$ cat config.mk
export PLATFORM = sky130hd
export DESIGN_NAME = smg_scan_ctrl
export DESIGN_NICKNAME = d
export VERILOG_FILES = /design/src/rtl/smg_pkg.sv /design/src/rtl/smg_dwell_timer.sv /design/src/rtl/smg_scan_ctrl.sv
export SDC_FILE = /design/constraint.sdc
export NUM_CORES = 1
export LEC_CHECK = 0
export CAP_MARGIN = 15
export CORE_MARGIN = 5
export CORE_UTILIZATION = 56
export DETAILED_ROUTE_END_ITERATION = 8
export PLACE_DENSITY_LB_ADDON = 0.1
export SETUP_SLACK_MARGIN = 0.2
export SLEW_MARGIN = 0
export SYNTH_ARGS = -nofsm -noshare
export SYNTH_HDL_FRONTEND = slang
export SYNTH_SLANG_ARGS = --single-unit
$ cat constraint.sdc
create_clock -name CLK -period 5.6 [get_ports CLK]
set_input_delay 0.84 -clock CLK [delete_from_list [all_inputs] [get_ports CLK]]
set_output_delay 0.84 -clock CLK [all_outputs]
set_load 0.01 [all_outputs]
$ cat src/rtl/smg_pkg.sv
// Shared constants, state encoding and small helpers for the six-digit
// segment-display scan controller.
package smg_pkg;

  localparam int         NUM_DIGITS = 6;
  localparam logic [7:0] SEG_OFF    = 8'hFF;
  localparam logic [5:0] COL_OFF    = 6'h3F;

  typedef enum logic {
    ST_BLANK = 1'b0,
    ST_SHOW  = 1'b1
  } scan_state_e;

  typedef logic [2:0] digit_idx_t;

  localparam digit_idx_t LAST_DIGIT = digit_idx_t'(NUM_DIGITS - 1);

  // Active-low one-hot select of the addressed digit.
  function automatic logic [5:0] col_select(input digit_idx_t idx);
    return ~(6'b000001 << idx);
  endfunction

  function automatic digit_idx_t next_digit(input digit_idx_t idx);
    return (idx == LAST_DIGIT) ? digit_idx_t'(0) : idx + 3'd1;
  endfunction

endpackage

$ cat src/rtl/smg_dwell_timer.sv
// Per-state cycle counter (BLANK / DWELL lengths) and the 4-bit PWM phase
// counter that runs during SHOW.
module smg_dwell_timer
  import smg_pkg::*;
#(
  parameter int DWELL = 20,
  parameter int BLANK = 4
) (
  input  logic        clk,
  input  logic        rst,
  input  logic        clear,
  input  scan_state_e state,
  output logic [3:0]  phase,
  output logic        first,
  output logic        done
);

  localparam logic [15:0] BLANK_LAST = 16'(BLANK - 1);
  localparam logic [15:0] DWELL_LAST = 16'(DWELL - 1);

  logic [15:0] cnt_q, cnt_d;
  logic [3:0]  phase_q, phase_d;

  assign done  = (state == ST_BLANK) ? (cnt_q == BLANK_LAST) : (cnt_q == DWELL_LAST);
  assign first = (cnt_q == 16'd0);
  assign phase = phase_q;

  // NOTE: every variable gets a default at the top of always_comb so no
  // path leaves it unassigned, which would otherwise infer a latch.
  always_comb begin
    cnt_d   = cnt_q + 16'd1;
    phase_d = 4'd0;
    // Phase rests at zero in BLANK, so the first SHOW cycle sees phase 0.
    if (state == ST_SHOW) phase_d = phase_q + 4'd1;
    if (clear || done)    cnt_d   = 16'd0;
    if (clear)            phase_d = 4'd0;
  end

  // NOTE: state registers use non-blocking assignments so every flop samples
  // pre-edge values regardless of statement order.
  always_ff @(posedge clk) begin
    if (rst) begin
      cnt_q   <= 16'd0;
      phase_q <= 4'd0;
    end else begin
      cnt_q   <= cnt_d;
      phase_q <= phase_d;
    end
  end

endmodule

$ cat src/rtl/smg_scan_ctrl.sv
// Six-digit multiplexed segment display scanner: BLANK/SHOW sequencing,
// PWM brightness, shadowed digit data with a frame-boundary update handshake.
module smg_scan_ctrl
  import smg_pkg::*;
#(
  parameter int DWELL = 20,
  parameter int BLANK = 4
) (
  input  logic       CLK,
  input  logic       RST,
  input  logic       Enable,
  input  logic [3:0] Brightness,
  input  logic       Upd_Req,
  input  logic [7:0] Ten_SMG_Data0,
  input  logic [7:0] One_SMG_Data0,
  input  logic [7:0] Ten_SMG_Data1,
  input  logic [7:0] One_SMG_Data1,
  input  logic [7:0] Ten_SMG_Data2,
  input  logic [7:0] One_SMG_Data2,
  output logic       Upd_Ack,
  output logic [7:0] Row_Scan_Sig,
  output logic [5:0] Column_Scan_Sig,
  output logic [2:0] Digit_Idx,
  output logic       Frame_Start
);

  scan_state_e state_q, state_d;
  digit_idx_t  digit_q, digit_d;
  logic [7:0]  shadow_q [NUM_DIGITS];
  logic [7:0]  shadow_d [NUM_DIGITS];
  logic        req_seen_q, req_seen_d;
  logic        ack_q, ack_d;
  logic        frame_start_q, frame_start_d;
  logic [7:0]  row_q, row_d;
  logic [5:0]  col_q, col_d;
  digit_idx_t  digit_out_q, digit_out_d;

  logic        capture;
  logic        timer_clear;
  logic        timer_first;
  logic        timer_done;
  logic [3:0]  phase;

  assign timer_clear = ~Enable;

  smg_dwell_timer #(
    .DWELL (DWELL),
    .BLANK (BLANK)
  ) u_timer (
    .clk   (CLK),
    .rst   (RST),
    .clear (timer_clear),
    .state (state_q),
    .phase (phase),
    .first (timer_first),
    .done  (timer_done)
  );

  always_comb begin
    state_d    = state_q;
    digit_d    = digit_q;
    shadow_d   = shadow_q;
    req_seen_d = req_seen_q;
    capture    = 1'b0;

    if (!Enable) begin
      // Dark display: hold at digit 0 BLANK and serve requests at once.
      state_d = ST_BLANK;
      digit_d = '0;
      capture = Upd_Req && !req_seen_q;
    end else if (timer_done) begin
      if (state_q == ST_BLANK) begin
        state_d = ST_SHOW;
      end else begin
        state_d = ST_BLANK;
        digit_d = next_digit(digit_q);
        capture = (digit_q == LAST_DIGIT) && Upd_Req && !req_seen_q;
      end
    end

    // req_seen blocks a re-capture until the requester drops Upd_Req.
    if (capture) begin
      shadow_d[0] = Ten_SMG_Data0;
      shadow_d[1] = One_SMG_Data0;
      shadow_d[2] = Ten_SMG_Data1;
      shadow_d[3] = One_SMG_Data1;
      shadow_d[4] = Ten_SMG_Data2;
      shadow_d[5] = One_SMG_Data2;
      req_seen_d  = 1'b1;
    end else if (!Upd_Req) begin
      req_seen_d  = 1'b0;
    end

    ack_d         = capture;
    frame_start_d = Enable && (state_q == ST_BLANK) && (digit_q == '0) && timer_first;

    row_d = SEG_OFF;
    col_d = COL_OFF;
    if (Enable && (state_q == ST_SHOW) && (phase < Brightness)) begin
      row_d = shadow_q[digit_q];
      col_d = col_select(digit_q);
    end
    digit_out_d = Enable ? digit_q : digit_idx_t'(0);
  end

  always_ff @(posedge CLK) begin
    if (RST) begin
      state_q       <= ST_BLANK;
      digit_q       <= '0;
      // NOTE: the shadow array is reset because its contents reach the pins
      // directly; an unreset memory would show garbage until the first update.
      for (int i = 0; i < NUM_DIGITS; i++) shadow_q[i] <= SEG_OFF;
      req_seen_q    <= 1'b0;
      ack_q         <= 1'b0;
      frame_start_q <= 1'b0;
      row_q         <= SEG_OFF;
      col_q         <= COL_OFF;
      digit_out_q   <= '0;
    end else begin
      state_q       <= state_d;
      digit_q       <= digit_d;
      for (int i = 0; i < NUM_DIGITS; i++) shadow_q[i] <= shadow_d[i];
      req_seen_q    <= req_seen_d;
      ack_q         <= ack_d;
      frame_start_q <= frame_start_d;
      row_q         <= row_d;
      col_q         <= col_d;
      digit_out_q   <= digit_out_d;
    end
  end

  assign Upd_Ack         = ack_q;
  assign Frame_Start     = frame_start_q;
  assign Row_Scan_Sig    = row_q;
  assign Column_Scan_Sig = col_q;
  assign Digit_Idx       = digit_out_q;

endmodule

==> metrics, run 1 <==
Post-synth EDFFs=0; FMAX=0.3175 GHz; Max Slew Vio Count=0; nets@finish=496; final worst setup slack=2.450 ns; Async S/R FF share, synth=0; Most used DFF post-synth=dfxtp_1; largest net degree at the start of global routing=54; Worst Tran Pin Value=0.9786 ns; H-tree levels=3; Via Count=3051; worst rel slew slack=0.3476; gp weighted congestion=0.7802; max-capacitance violation count=0; post-CTS setup buffers=0; clk slew on worst S/H paths=0.09 ns; min-delay worst type=reg -> reg; Initial Utilization=0.5786; syn nets=443; final setup fails=0; drt drc=0; Detail Route Antenna Nets=0; Yosys cell types=40; leakage power=1.730 nW; antenna violations before repair=0; Synth warnings=0; CTS Root Cell=clkbuf_8; CP startpoint kind=primary input; min Tclk post-route=3.150 ns; CTS Buffer Depth=2; crit path max fanout=51; status=finished clean; hold buffers post-CTS=0; post-DP HPWL=5706 µm; most common cell after layout, fill and taps aside=dfxtp_1; Critical Path RT=5.89 ns; drt wl/cell=16.34 µm; post-synthesis sequential area ratio=0.4660; Post-Route Skew=0.007359 ns; synthesized flop and latch total=92; final non-filler cell total=533; Worst Setup End Kind=flip-flop; Post-Syn Instances=380; chip width=94.01 µm; share of layout cells above drive strength 1=0.08924; CP arrival=3.44 ns; vias in the first global route=2942; routed vias/inst=5.724; DRT Pass-1 Iters=5; placed insts=518; core area=6832 µm²; Port Buffers=74; global-route wire length before repair=14490 µm; FP Rows=30; IO Count=75; CTS tree=built; RSZ-0062 raised after global routing=false; Num CTS Buffers=9; post-CTS sizing=0; crit share post-route=0.5625; Congestion Overflow GR=0; initial drt markers=228; most frequent cells in the layout=dfxtp_1 (92), clkdlybuf4s50_1 (73), and2_1 (51), a221o_1 (48), nor2_1 (25); Worst-Skew Late Latency=0.35 ns; synthesized cell area=3953 µm²; pre-CTS WS=2.114 ns; Avg Cell Area, Syn=10.40 µm²; total wire length=8710 µm; total power draw=1.317 mW; Final Hold Vio Count=0; Synth-to-Final Area Change=23.39%; Num Clock Sinks=92; die area=8838 µm²; Vert. Die Dim=94.01 µm; Setup CP Type=in -> reg; GRT Total Usage=0.2032; Peak VDD IR=0.1758 mV; Power Density=270.0 nW/µm²; ant diodes=0; Setup TNS Final=0 ns
## cell type report
cell class	instances	area, µm²
Clock inverter	4	72.57
Multi-Input combinational cell	244	1903
Fill cell	534	1954
Tap cell	96	120.1
Sequential cell	92	1842
Timing Repair Buffer	76	750.7
Inverter	10	37.54
Clock buffer	11	151.4
## where the power goes
part	internal (mW)	switching, mW
clock	0.273	0.219
combinational	0.0825	0.0502
sequential	0.680	0.0119
## kinds of logic (layout without fill, tap and decap cells)
kind of cell / Yosys count / in the layout / share of synthesized area
buffers and inverters: 44 / 101 / 0.05255
DFF: 92 / 92 / 0.4660
xor gates and xnor gates: 17 / 17 / 0.03767
adders and majority gates: 7 / 7 / 0.02216
AOI/OAI and AO/OA: 68 / 68 / 0.1583
muxes: 18 / 18 / 0.07376
and+or+nand+nor: 134 / 134 / 0.1896
## Yosys cell counts, types with 3 or more instances
cell type | number | area, µm²
buf_2 | 9 | 45.04
mux4_2 | 8 | 180.2
buf_6 | 4 | 45.04
xor2_1 | 5 | 43.79
nand3_1 | 7 | 35.03
inv_1 | 10 | 37.54
xnor2_1 | 12 | 105.1
a21oi_1 | 3 | 15.01
nand4_1 | 5 | 31.28
nor3_1 | 6 | 30.03
a22oi_1 | 8 | 60.06
nand2_1 | 16 | 60.06
dfxtp_1 | 92 | 1842
nand3b_1 | 3 | 22.52
ha_1 | 7 | 87.58
nor2_1 | 25 | 93.84
a221o_1 | 48 | 480.5
nor4_1 | 6 | 37.54
clkbuf_1 | 18 | 67.56
mux2_2 | 9 | 101.4
and2_1 | 51 | 319.1
## worst paths after layout
check                   startpoint               end  slack [ns]  depth (start not counted)
setup / recovery           Upd_Req       shadow_q[0]        2.45                          4
hold / removal    u_timer.phase[0]  u_timer.phase[0]        0.46                          1
setup reg to reg        digit_q[1]       shadow_q[0]        2.84                          4
hold reg to reg   u_timer.phase[0]  u_timer.phase[0]        0.46                          1
## per-stage QoR
step           instance area [µm²]  utilization  hold slack (ns)
2_1_floorplan                 3953            -           0.4252
3_5_place_dp                  4653       0.6811           0.4494
6_report                      4877       0.7139           0.4584
4_1_cts                       4877       0.7139           0.4698
5_1_grt                       4877       0.7139           0.5018
3_3_place_gp                  4653       0.6811           0.4394
## routing by layer
metal	GRT usage	vias up	part of all wire
met5	0	-	0
met2	0.3253	96	0.47
met4	0.04212	0	0.0070
li1	-	1484	-
met1	0.2768	1464	0.46
met3	0.05369	7	0.064
## flip-flops by register name (all words and copies together), names as in the netlist
name             flops
Row_Scan_Sig         8
state_q              1
Upd_Ack              1
shadow_q            48
u_timer.phase        4
req_seen_q           1
Frame_Start          1
u_timer.cnt_q       16
digit_q              3
Digit_Idx            3
Column_Scan_Sig      6
## worst max-delay path: stages
cell and delay (ns):
clkdlybuf4s50_1 0.53, or3b_2 0.80, a21bo_2 0.96, a221o_1 0.30
No activity file was read; power rests on OpenSTA's default activity.
==> inputs of run 2 (changes only) <==
- CORE_UTILIZATION: 56 -> 47
- clock period: 5.6 -> 2.6 ns (I/O delays scaled with it)
==> run 2 against run 1 <==
Sequential share of layout area is 0.53 points lower. Sequential power is 120% higher. First-iteration DRC count is 32% lower. Routed wire length is 1.5% lower. Critical endpoint is now shadow_q[35]. Highest routed layer unchanged. Sequential cell count stayed put. Clock power is 110% higher. Power is 110% higher.
==> metrics, run 2 (synthesis results as in run 1) <==
min Tclk post-route=2.206 ns; Peak VDD IR=0.3162 mV; H-tree levels=3; Vert. Die Dim=101.7 µm; crit-path max cell delay=0.41 ns; CP startpoint kind=flip-flop; Final Hold Vio Count=0; max reg flops=48; CTS Buffer Depth=2; Power Density=567.9 nW/µm²; crit path max fanout=50; met1 Usage GRT=0.2520; Setup TNS Final=0 ns; total wire length=8576 µm; Congestion Overflow GR=0; crit share post-route=0.8485; initial drt markers=155; fillers=724; RSZ-0062 raised after global routing=false; Port Buffers=74; largest net degree at the start of global routing=53; Worst Tran Pin Value=0.5389 ns; chip width=101.7 µm; antenna violations before repair=0; CP Buf/Inv Count=1; grt met2 use=0.2601; cell-by-cell trace of the critical path=ha_2, nor4bb_1, and4_1, nand2_1, buf_4, a221o_1; most common cell after layout, fill and taps aside=dfxtp_1; min-delay worst type=in -> reg; Synth-to-Final Area Change=25.13%; global-route wire length before repair=14460 µm; ant diodes=0; DRT Pass-1 Iters=4; drt drc=0; most frequent cells in the layout=dfxtp_1 (92), clkdlybuf4s50_1 (73), and2_1 (51), a221o_1 (48), nor2_1 (25); GRT Total Usage=0.1759; routed vias/inst=5.420; final non-filler cell total=548; CTS Root Cell=clkbuf_8; Setup CP Type=reg -> reg; critical path's top delay family=simple AND/OR/NAND/NOR gates; Num Clock Sinks=92; status=finished clean; vias in the first global route=2924; gp weighted congestion=0.7849; drt wl/cell=15.65 µm; post-CTS setup buffers=0; CTS tree=built; M3 GR Usage=0.03926; post-DP HPWL=5732 µm; largest register by flop count=shadow_q; leakage power=1.760 nW; worst rel slew slack=0.6407; nets@finish=501; Initial Utilization=0.4810; Via Count=2970; Max Slew Vio Count=0; Slowest-stage cell, CP=dfxtp_1; die area=10340 µm²; FMAX=0.4533 GHz; busiest grt layer=met2; clk slew on worst S/H paths=0.08 ns; share of layout cells above drive strength 1=0.1016; placed insts=532; IO Count=75; Worst-Skew Late Latency=0.34 ns; Worst Setup End Kind=flip-flop; Num CTS Buffers=9; core area=8217 µm²; Post-Route Skew=0.007873 ns; FP Rows=33; Critical Path RT=2.83 ns; final setup fails=0; max-capacitance violation count=0; Detail Route Antenna Nets=0; CP arrival=2.44 ns
==> run 2: cell count changes in the layout (fill, tap and decap cells not counted) <==
cell,previous run,this run
buf_4,2,5
clkbuf_1,0,1
buf_12,0,2
clkinvlp_4,1,0
ha_1,7,6
clkbuf_8,11,10
clkinv_2,1,3
ha_2,0,1
==> run 2: path summary, 6_finish.rpt <==
| check | cells after the start | slack (ns) | startpoint | to |
|---|---|---|---|---|
| setup / recovery | 6 | 0.39 | u_timer.cnt_q[0] | shadow_q[35] |
| hold / removal | 3 | 0.43 | RST | u_timer.phase[0] |
| setup reg to reg | 6 | 0.39 | u_timer.cnt_q[0] | shadow_q[35] |
| hold reg to reg | 1 | 0.46 | u_timer.phase[0] | u_timer.phase[0] |
==> run 2: layout make-up <==
class,count,area (µm²),area share
Tap cell,105,131.4,0.02656
Timing Repair Buffer,81,813.3,0.1644
Inverter,10,37.54,0.007589
Sequential cell,92,1842,0.3724
Clock buffer,11,141.4,0.02859
Clock inverter,5,75.07,0.01518
Multi-Input combinational cell,244,1906,0.3853
==> run 2: power by group <==
part,internal [mW],total (mW),switching [mW],leakage [nW]
clock network,0.564,1.03,0.466,0.113
logic,0.183,0.289,0.106,0.894
registers,1.47,1.49,0.0253,0.753
total,2.21,2.81,0.597,1.76
==> run 2: stage by stage <==
step,worst slack [ns],area [µm²],hold WS (ns),total power [mW],util
after floorplan,0.6159,3953,0.4252,1.687,-
after global placement,0.3721,4727,0.4385,1.807,0.5753
after detailed placement,0.3497,4727,0.4466,1.811,0.5753
after CTS,0.3294,4943,0.4238,2.836,0.6016
after global routing,0.2768,4946,0.4564,2.940,0.6019
final,0.3938,4946,0.4348,2.809,0.6019
==> run 2: repair_timing <==
| action | in CTS | in global routing |
|---|---|---|
| setup endpoints to repair | 0 | 3 |
| gates resized for setup | 0 | 1 |
| hold buffers | 0 | 0 |
==> run 2: worst reg2reg max path: stages, from the launching register on <==
cell      delay (ns)
dfxtp_1         0.41
ha_2            0.30
nor4bb_1        0.23
and4_1          0.38
nand2_1         0.08
buf_4           0.29
a221o_1         0.40
==> run 2: routing by layer <==
metal | routed length [µm] | up-vias
met5 | 0 | -
met4 | 132 | 0
met3 | 442 | 13
met2 | 3705 | 64
met1 | 4295 | 1393
li1 | - | 1500
==> inputs of run 3 (changes only) <==
- clock period: 2.6 -> 2 ns (I/O delays scaled with it)
==> run 3 against run 2 <==
Design area up 6.1%. Non-clock buffer count up 16. Hold slack worse by 0.046 ns. Maximum frequency increased by 25%. Utilization up 3.7 points. Via count rose by 8.7%. Critical path type unchanged. Largest cell class unchanged.
==> metrics, run 3 (synthesis results as in run 1) <==
crit share post-route=0.8852; min Tclk post-route=1.770 ns; nets@finish=522; clk slew on worst S/H paths=0.08 ns; Worst Tran Pin Value=0.3779 ns; sequential share of power=0.563; reg2reg setup slack=0.23 ns; critical path's top delay family=compound AO/OA/AOI/OAI gates; Setup CP Type=reg -> reg; RSZ-0062 raised after global routing=false; initial drt markers=164; GRT Total Usage=0.1978; chip width=101.7 µm; CTS Root Cell=clkbuf_8; Pint=2.645 mW; fillers=680; Detail Route Antenna Nets=0; worst rel slew slack=0.7478; core area=8217 µm²; Num CTS Buffers=9; Util after Layout=0.6386; Initial Utilization=0.4810; power share of the clock group=0.319; antenna violations before repair=0; sw frac=0.2333; metal2 WL=4614 µm; Reg area=1846 µm²; Num Clock Sinks=92; routed vias/inst=5.671; Logic pwr share=0.118; ant diodes=0; FMAX=0.5648 GHz; share of layout cells above drive strength 1=0.1573; vias in the first global route=3156; DR top layer=met4; total wire length=10060 µm; die area=10340 µm²; drt wl/cell=17.68 µm; FP Rows=33; Critical Path RT=2.24 ns; met1 wire length=4716 µm; CP Buf/Inv Count=1; status=finished clean; Switching Power=0.8047 mW; CTS tree=built; cell-by-cell trace of the critical path=ha_4, nor4bb_4, and4_4, buf_6, a21bo_2, a221o_1; Peak VDD IR=0.3499 mV; final worst setup slack=0.2296 ns; max-capacitance violation count=0; DRT Pass-1 Iters=5; max reg flops=48; Via Count=3227; total power draw=3.450 mW; final setup fails=0; min-delay worst type=in -> reg; pre-CTS WS=-0.2324 ns; Post-Route Skew=0.008071 ns; footprint of the multi-input gates=2071 µm²; met3 wire len=652 µm; Vert. Die Dim=101.7 µm; post-DP HPWL=6005 µm; crit-path max cell delay=0.36 ns; placed cell area=4845 µm²; Congestion Overflow GR=0; Worst-Skew Late Latency=0.36 ns; final non-filler cell total=569; CTS Buffer Depth=2; CP arrival=2.01 ns; Final Hold Vio Count=0; most frequent cells in the layout=dfxtp_1 (89), clkdlybuf4s50_1 (73), and2_1 (51), a221o_1 (48), nor2_1 (25); Power Density=657.4 nW/µm²; drt drc=0; worst hold margin=0.3885 ns; Port Buffers=74; Design Area, Final=5248 µm²; gp weighted congestion=0.8158; largest net degree at the start of global routing=51; crit path max fanout=6; Max Slew Vio Count=0; Setup TNS Final=0 ns; CP startpoint kind=flip-flop; Slowest-stage cell, CP=dfxtp_2; H-tree levels=3; global-route wire length before repair=16050 µm; IO Count=75; placed insts=543; most common cell after layout, fill and taps aside=dfxtp_1; largest register by flop count=shadow_q; Synth-to-Final Area Change=32.76%; Worst Setup End Kind=flip-flop; leakage power=1.906 nW
-- run 3: changes by cell type in the layout (fill, tap and decap cells not counted), sizes merged --
cell	change
bufinv	-2
a21bo	+5
clkinv	-1
buf	+15
clkbuf	+4
-- run 3: repair_timing --
| item | in CTS | in global routing |
|---|---|---|
| pin swaps | 1 | 4 |
| hold buffers | 0 | 0 |
| resized for setup | 12 | 11 |
| endpoints found under the setup margin | 48 | 48 |
| buffers inserted | 2 | 1 |
| gates cloned | 4 | 3 |
-- run 3: final timing paths --
path / startpoint / end / cells after the start
worst max-delay path: u_timer.cnt_q[1] / shadow_q[14] / 6
worst min-delay path: RST / digit_q[0] / 3
worst max register to register: u_timer.cnt_q[1] / shadow_q[14] / 6
worst min register to register: u_timer.phase[0] / u_timer.phase[0] / 1
-- run 3: power by group through the flow --
stage	Clock, mW	Combinational, mW	Sequential [mW]
after floorplan	0	0.225	1.97
after global placement	0	0.378	1.98
after detailed placement	0	0.383	1.98
after CTS	1.11	0.399	1.94
after global routing	1.20	0.446	1.95
final	1.10	0.408	1.94
-- run 3: final cells by class --
type / instances / area share
clock buffer: 14 / 0.02909
clock inverter: 2 / 0.001907
inverter: 10 / 0.007153
multi-input combinational: 249 / 0.3946
sequential: 92 / 0.3517
tap: 105 / 0.02504
timing repair buffer: 97 / 0.1905
-- run 3: metal layers --
layer	vias to the layer above	global-route usage
li1	1557	-
met2	99	0.3043
met5	-	0
met3	7	0.03237
met1	1564	0.2824
met4	0	0.06748
-- run 3: worst min-delay path: cells and delay by family --
| family | cells | cell delay (ns) |
|---|---|---|
| buf+inv | 1 | 0.10 |
| simple gates | 2 | 0.30 |
